### src/rtl/sseg_scan_n.sv
// Multiplexed N-digit seven-segment driver with a sequential shift-add-3 binary-to-BCD
// converter, overflow dashes, per-digit blink and decimal-point mask.
module sseg_scan_n #(
    parameter int N_DIGITS = 4,
    parameter int BIN_W    = 14,
    parameter int DIV_W    = 13,
    parameter int BLINK_W  = 24
) (
    input  logic                clk,
    input  logic                rst,
    input  logic [BIN_W-1:0]    bin,
    input  logic                sign,
    input  logic                load,
    input  logic                valid,
    input  logic                blank_lz,
    input  logic [N_DIGITS-1:0] dp_mask,
    input  logic [N_DIGITS-1:0] blink_en,
    output logic                busy,
    output logic                ovf,
    output logic [7:0]          ssegs,
    output logic [N_DIGITS-1:0] disp_en
);

    localparam int BCD_W = 4 * N_DIGITS;
    localparam int CNT_W = $clog2(BIN_W);
    localparam int IDX_W = $clog2(N_DIGITS);

    function automatic int pow10(input int n);
        int r;
        r = 1;
        for (int k = 0; k < n; k++) r = r * 10;
        return r;
    endfunction

    localparam logic [31:0] CAP_POS = 32'(pow10(N_DIGITS) - 1);
    localparam logic [31:0] CAP_NEG = 32'(pow10(N_DIGITS - 1) - 1);
    localparam logic [N_DIGITS-1:0] ONE_HOT = N_DIGITS'(1);

    function automatic logic [7:0] seg_code(input logic [3:0] d);
        case (d)
            4'd0:    seg_code = 8'h03;
            4'd1:    seg_code = 8'h9F;
            4'd2:    seg_code = 8'h25;
            4'd3:    seg_code = 8'h0D;
            4'd4:    seg_code = 8'h99;
            4'd5:    seg_code = 8'h49;
            4'd6:    seg_code = 8'h41;
            4'd7:    seg_code = 8'h1F;
            4'd8:    seg_code = 8'h01;
            4'd9:    seg_code = 8'h09;
            default: seg_code = 8'hFD;
        endcase
    endfunction

    logic [BIN_W-1:0] shift_reg;
    logic [BCD_W-1:0] bcd_reg;
    logic [BCD_W-1:0] bcd_adj;
    logic [BCD_W-1:0] bcd_next;
    logic [CNT_W-1:0] step_reg;
    logic             busy_reg;
    logic             sign_cap_reg;
    logic             ovf_cap_reg;
    logic [BCD_W-1:0] digits_reg;
    logic             sign_reg;
    logic             ovf_reg;
    logic [31:0]      bin_ext;

    assign bin_ext = 32'(bin);

    // Digits that would leave the display are simply dropped; those cases are
    // already flagged as overflow from the captured binary value.
    genvar gi;
    generate
        for (gi = 0; gi < N_DIGITS; gi++) begin : g_adj
            assign bcd_adj[4*gi +: 4] = (bcd_reg[4*gi +: 4] >= 4'd5) ?
                                        bcd_reg[4*gi +: 4] + 4'd3 : bcd_reg[4*gi +: 4];
        end
    endgenerate

    assign bcd_next = {bcd_adj[BCD_W-2:0], shift_reg[BIN_W-1]};

    always_ff @(posedge clk) begin
        if (rst) begin
            busy_reg     <= 1'b0;
            step_reg     <= '0;
            shift_reg    <= '0;
            bcd_reg      <= '0;
            sign_cap_reg <= 1'b0;
            ovf_cap_reg  <= 1'b0;
            digits_reg   <= '0;
            sign_reg     <= 1'b0;
            ovf_reg      <= 1'b0;
        end else if (!busy_reg) begin
            if (load) begin
                busy_reg     <= 1'b1;
                step_reg     <= '0;
                shift_reg    <= bin;
                bcd_reg      <= '0;
                sign_cap_reg <= sign;
                ovf_cap_reg  <= sign ? (bin_ext > CAP_NEG) : (bin_ext > CAP_POS);
            end
        end else begin
            shift_reg <= shift_reg << 1;
            bcd_reg   <= bcd_next;
            // The last step is committed on the same edge that drops busy.
            if (step_reg == CNT_W'(BIN_W - 1)) begin
                busy_reg   <= 1'b0;
                digits_reg <= bcd_next;
                sign_reg   <= sign_cap_reg;
                ovf_reg    <= ovf_cap_reg;
            end else begin
                step_reg <= step_reg + 1'b1;
            end
        end
    end

    logic [DIV_W-1:0]   presc_reg;
    logic [BLINK_W-1:0] blink_reg;
    logic [IDX_W-1:0]   idx_reg;
    logic               tick;

    assign tick = &presc_reg;

    always_ff @(posedge clk) begin
        if (rst) begin
            presc_reg <= '0;
            blink_reg <= '0;
            idx_reg   <= '0;
        end else begin
            presc_reg <= presc_reg + 1'b1;
            blink_reg <= blink_reg + 1'b1;
            if (tick) begin
                idx_reg <= (idx_reg == IDX_W'(N_DIGITS - 1)) ? '0 : idx_reg + 1'b1;
            end
        end
    end

    logic [IDX_W-1:0]    msd_next;
    logic [3:0]          cur_digit;
    logic [7:0]          body_next;
    logic [7:0]          ssegs_next;
    logic [N_DIGITS-1:0] en_next;
    logic [7:0]          ssegs_reg;
    logic [N_DIGITS-1:0] disp_en_reg;

    assign cur_digit = digits_reg[4*idx_reg +: 4];

    always_comb begin
        msd_next = '0;
        for (int k = 1; k < N_DIGITS; k++) begin
            if (digits_reg[4*k +: 4] != 4'd0) msd_next = IDX_W'(k);
        end
    end

    always_comb begin
        body_next  = 8'hFF;
        ssegs_next = 8'hFF;
        en_next    = ~(ONE_HOT << idx_reg);
        if (ovf_reg) begin
            body_next = 8'hFD;
        end else if (sign_reg && idx_reg == IDX_W'(N_DIGITS - 1)) begin
            body_next = 8'hFD;
        end else if (blank_lz && idx_reg > msd_next) begin
            body_next = 8'hFF;
        end else begin
            body_next = seg_code(cur_digit);
        end
        if (!valid) begin
            ssegs_next = 8'hFD;
        end else if (blink_reg[BLINK_W-1] && blink_en[idx_reg]) begin
            ssegs_next = 8'hFF;
        end else begin
            ssegs_next = body_next & ~{7'b0, dp_mask[idx_reg]};
        end
    end

    always_ff @(posedge clk) begin
        if (rst) begin
            ssegs_reg   <= 8'hFF;
            disp_en_reg <= '1;
        end else begin
            ssegs_reg   <= ssegs_next;
            disp_en_reg <= en_next;
        end
    end

    assign busy    = busy_reg;
    assign ovf     = ovf_reg;
    assign ssegs   = ssegs_reg;
    assign disp_en = disp_en_reg;

endmodule

### config.mk
export PLATFORM = sky130hd
export DESIGN_NAME = sseg_scan_n
export DESIGN_NICKNAME = d
export VERILOG_FILES = /design/src/rtl/sseg_scan_n.sv
export SDC_FILE = /design/constraint.sdc
export NUM_CORES = 1
export LEC_CHECK = 0
export CAP_MARGIN = 20
export CELL_PAD_IN_SITES_DETAIL_PLACEMENT = 0
export CELL_PAD_IN_SITES_GLOBAL_PLACEMENT = 2
export CORE_MARGIN = 2
export CORE_UTILIZATION = 35
export CTS_CLUSTER_DIAMETER = 60
export DETAILED_ROUTE_END_ITERATION = 7
export DONT_BUFFER_PORTS = 1
export PLACE_DENSITY_LB_ADDON = 0.1
export SLEW_MARGIN = 30
export SYNTH_ARGS = -nofsm -noshare
export SYNTH_HDL_FRONTEND = slang
export SYNTH_SLANG_ARGS = --single-unit
### constraint.sdc
create_clock -name clk -period 4.23 [get_ports clk]
set_input_delay 0.6345 -clock clk [delete_from_list [all_inputs] [get_ports clk]]
set_output_delay 0.6345 -clock clk [all_outputs]
set_load 0.005 [all_outputs]
==> results of run 1 <==
[logic make-up after synthesis]
kind of cell	after synthesis	share of synthesized area
buffers and inverters	49	0.0395
DFF	106	0.424
xor gates and xnor gates	34	0.0596
and+or+nand+nor	245	0.237
AOI/OAI and AO/OA	97	0.104
adders and majority gates	24	0.0601
muxes	30	0.0756
[layer usage]
| metal | share of wire | GRT usage |
|---|---|---|
| met1 | 0.51 | 0.198 |
| met2 | 0.43 | 0.223 |
| met3 | 0.052 | 0.0447 |
| met4 | 0.015 | 0.0533 |
| met5 | 0 | 0 |
[metrics by stage]
step	setup slack, ps	instances
after global placement	2030	740
final	2000	756
after floorplan	2300	585
after global routing	1750	756
after CTS	1980	756
after detailed placement	2000	740
[how the worst max path moves through the flow]
| stage | start | slack, ps | to |
|---|---|---|---|
| global placement | idx_reg[0] | 2030 | ssegs[4] |
| detailed placement | idx_reg[0] | 2000 | ssegs[4] |
| global route | idx_reg[0] | 1750 | ssegs[4] |
| finish | idx_reg[0] | 2000 | ssegs[4] |
| CTS | idx_reg[0] | 1980 | ssegs[4] |
| floorplan | idx_reg[0] | 2300 | ssegs[4] |
[cells in the final DEF (no fill, tap or decap), types with 5 or more instances in the layout]
cell type,instances
dfxtp_1,105
nor2_1,95
a21oi_1,62
nand2_1,49
o21ai_0,24
ha_1,24
nor3_1,23
mux2i_1,22
inv_1,22
xnor2_1,20
nand3_1,18
xor2_1,14
nand2b_1,13
clkbuf_16,9
nand4_1,8
nor3b_1,8
mux4_2,6
a211oi_1,5
[report_power, final]
group	switching (mW)	total, mW	internal [mW]
sequential	0.0132	1.03	1.02
clock	0.375	0.951	0.576
combinational	0.0350	0.0633	0.0284
[critical path: stages (launching register included)]
cell	delay, ps
dfxtp_1	740
mux4_2	670
inv_1	160
ha_1	260
a21oi_1	130
nor2_1	50
o21ai_0	140
[layout make-up]
cell class | count | area, µm²
clock buffers | 10 | 229
clock inverters | 6 | 105
fillers | 1436 | 8470
inverters | 22 | 82.6
multi-input cells | 430 | 2680
flip-flops and latches | 106 | 2120
well taps | 180 | 225
repair buffers | 2 | 15.0
==> impl_results.md, run 1 <==
* Total CTS buffers at 9
* Worst Setup End Kind: flop
* WS Path Type: flop to flop
* Die W at 124 µm
* Post-synth top area share at 0.424
* Most frequent cell after synthesis: dfxtp_1
* Antenna-violating nets left at 0
* Layout cell share with drive strength beyond 1 at 0.0642
* Placed cell area at 0.00513 mm²
* Pwr per Cell Area at 375 mW/mm²
* Worst vdd ir at 0.222 mV
* Grt ovf at 0
* FF-to-FF End: ssegs[4]
* Total leakage power at 1.93 nW
* Startpoint types: flop
* FP Rows at 43
* Final min period at 2230 ps
* Vias in the first global route at 3,495
* R2R cell count at 6
* Hold_buf cts at 0
* Hold Path Depth at 1
* Predominant post-synthesis flop cell: dfxtp_1
* Critical path arrival at 2510 ps
* WL/cell at 13.8 µm
* Clock slew at reported path FFs at 70 ps
* Initial antenna violation count at 0
* CTS tree: built
* Avg Cell Area, Syn at 8.55 µm²
* Routability Congestion at 0.764
* Height of the die at 124 µm
* DRT Pass-1 Iters at 4
* Drc violations at 0
* Vias per cell at 4.95
* Ys Warns at 0
* Worst hold slack at 345 ps
* Worst rel slew slack at 0.528
* Final Hold Fails at 0
* Core Area at 0.0139 mm²
* Status: complete, no violations
* Worst hold endpoint: blink_reg[23]
* P&R area growth vs syn at 9.26%
* Die area at 0.0153 mm²
* Max reg flops at 24
* Required @ worst endpoint at 4510 ps
* All-layer global routing usage at 0.147
* Ys async rst share at 0
* Final setup TNS at 0 ps
* Synth Cell Area at 0.00500 mm²
* Total detailed-routing wirelength at 10.4 mm
* Root buffer cell: clkbuf_16
* Commonest cells post-synth: dfxtp_1, nor2_1, a21oi_1, nand2_1
* FF+latch count, synth at 106
* Mapped Cells at 585
* R2R Setup Slk at 2000 ps
* Net Count, Synth at 637
* Nets at 623
* Slew Limit Fails at 0
* Reg2Reg Launch Point: idx_reg[0]
* Total power at 2.05 mW
* RSZ-0062 raised after global routing: no
* Vias at 3,743
* Main area contributors after synthesis: dfxtp_1, nor2_1, a21oi_1
* CTS resizes at 0
* Worst hold path class: primary input to flop
* Hold Crit Start: rst
* Initial Util at 0.359
* Post-synthesis sequential area ratio at 0.424
* # diodes at 0
* Post-synth EDFFs at 0
* First-pass GRT wire length at 17.5 mm
* I/O Buffers at 0
* Layout Skew at 7.14 ps
* Max Fclk at 448 MHz
* Finished layout cell area at 0.00546 mm²
* Yosys cell types at 41
* Largest net degree at the start of global routing at 103
* Clk_lat worst skew at 350 ps
* Max Cap Viol at 0
* Post-synth top area cell: dfxtp_1
* CTS H-tree depth at 3
* Detailed router's first-iteration violation count at 149
* CP max FO at 13
* Final core utilization at 0.392
* Final HPWL DP at 6.99 mm
* Crit share post-route at 0.527
* Setup violations, final at 0
* Sink Count at 106
* Post-CTS setup repair buffer count at 0
* Ports at 42
* Slew @ Worst Pin at 690 ps
* CTS Buffer Depth at 2
(Power assumes the default switching activity.)
==> inputs of run 2 (changes only) <==
- clock period: 4.23 -> 2.3 ns (I/O delays scaled with it)
==> impl_results.md, run 2 (synthesis results as in run 1) <==
* Required @ worst endpoint at 2520 ps
* Vias per cell at 4.97
* CTS H-tree depth at 3
* All-layer global routing usage at 0.148
* Layout Skew at 6.17 ps
* Worst setup margin at 254 ps
* Total leakage power at 1.93 nW
* Layout cell share with drive strength beyond 1 at 0.0672
* CTS tree: built
* Initial antenna violation count at 0
* Max reg flops at 24
* Initial Util at 0.359
* Hold Path Depth at 1
* I/O Buffers at 0
* Worst Setup End Kind: flop
* Final Hold Fails at 0
* Switch Pwr at 0.756 mW
* Height of the die at 124 µm
* Final setup TNS at 0 ps
* FF-to-FF End: ssegs[5]
* Core Area at 0.0139 mm²
* Total detailed-routing wirelength at 10.6 mm
* Status: complete, no violations
* Grt ovf at 0
* RSZ-0062 raised after global routing: no
* WS Path Type: flop to flop
* Nets at 627
* Worst hold path class: primary input to flop
* Finished layout cell area at 0.00544 mm²
* Non-filler instance count after layout at 760
* Final HPWL DP at 7.06 mm
* DP Worst Slack at 247 ps
* Reg2Reg Launch Point: digits_reg[12]
* Slew Limit Fails at 0
* Die W at 124 µm
* CTS resizes at 0
* CP max FO at 6
* Slew @ Worst Pin at 631 ps
* Combinational share of power at 0.034
* Startpoint types: flop
* Max Fclk at 489 MHz
* DRT Pass-1 Iters at 4
* Placed Instances at 744
* Sequential share of power at 0.542
* Clock share of power at 0.424
* Critical path arrival at 2270 ps
* Commonest non-fill, non-tap cell in the layout: dfxtp_1
* Clk_lat worst skew at 350 ps
* Setup violations, final at 0
* Die area at 0.0153 mm²
* R2R cell count at 7
* Crit share post-route at 0.890
* Vias at 3,778
* Clock slew at reported path FFs at 70 ps
* Detailed router's first-iteration violation count at 178
* Most frequent cells in the layout: dfxtp_1, nor2_1, a21oi_1
* Worst hold slack at 74.6 ps
* Switch share at 0.216
* # diodes at 0
* Worst rel slew slack at 0.578
* Total CTS buffers at 9
* Hold Crit Start: rst
* R2R Setup Slk at 250 ps
* FP Rows at 43
* Root buffer cell: clkbuf_16
* Sink Count at 106
* Vias in the first global route at 3,631
* First-pass GRT wire length at 17.7 mm
* Pwr per Cell Area at 645 mW/mm²
* Post-CTS setup repair buffer count at 0
* Placed cell area at 0.00516 mm²
* P&R area growth vs syn at 8.81%
* Drc violations at 0
* Largest net degree at the start of global routing at 103
* Worst hold endpoint: sign_reg
* CTS Buffer Depth at 2
* Final min period at 2050 ps
* Antenna-violating nets left at 0
* Worst vdd ir at 0.378 mV
* WL/cell at 13.9 µm
* Pint at 2.75 mW
* Routability Congestion at 0.760
* Hold_buf cts at 0
* Max Cap Viol at 0
* Ports at 42
==> run 2: cell types whose count changed in the layout (fill, tap and decap cells not counted), sizes merged <==
cell,delta
clkinv,-1
buf,+4
bufinv,-3
clkbuf,+4
==> run 2: area by class of cell <==
cell class              instances  area, µm²
repair buffers                  6       45.0
flip-flops and latches        106       2120
inverters                      22       82.6
fillers                      1401       8490
clock inverters                 2       10.0
well taps                     180        225
multi-input cells             430       2680
clock buffers                  14        274
==> run 2: worst max-delay path by stage <==
stage	start	cells after the start	endpoint
3_3_place_gp	digits_reg[12]	7	ssegs[4]
5_1_grt	digits_reg[12]	7	ssegs[4]
3_5_place_dp	digits_reg[12]	7	ssegs[5]
6_report	digits_reg[12]	7	ssegs[5]
4_1_cts	digits_reg[12]	7	ssegs[5]
2_1_floorplan	idx_reg[0]	7	ssegs[4]
==> run 2: per-stage QoR <==
stage	util	total power, mW
final	0.390	3.51
after global routing	0.390	3.66
after CTS	0.390	3.58
after detailed placement	0.370	2.06
after global placement	0.370	2.06
after floorplan	-	2.07
==> run 2: worst max-delay path, cell delays in order, from the launching register on <==
cell and delay, ps:
dfxtp_1 330, or4_1 540, nor2_1 130, ha_1 240, nor2b_1 130, o211ai_1 180, and3_1 260, o21ai_0 110
==> run 2: power by group through the flow <==
stage          clock network (mW)  logic [mW]  registers (mW)
3_5_place_dp                    0       0.121            1.94
4_1_cts                      1.56       0.122            1.90
5_1_grt                      1.62       0.140            1.90
6_report                     1.49       0.119            1.90
3_3_place_gp                    0       0.119            1.94
2_1_floorplan                   0       0.132            1.93
==> run 2: layer usage <==
layer  up-vias  track usage  share of wire
li1       1978            -              -
met1      1732        0.188           0.48
met2        57        0.241           0.46
met3        11       0.0415          0.046
met4         0       0.0511          0.014
met5         -            0              0
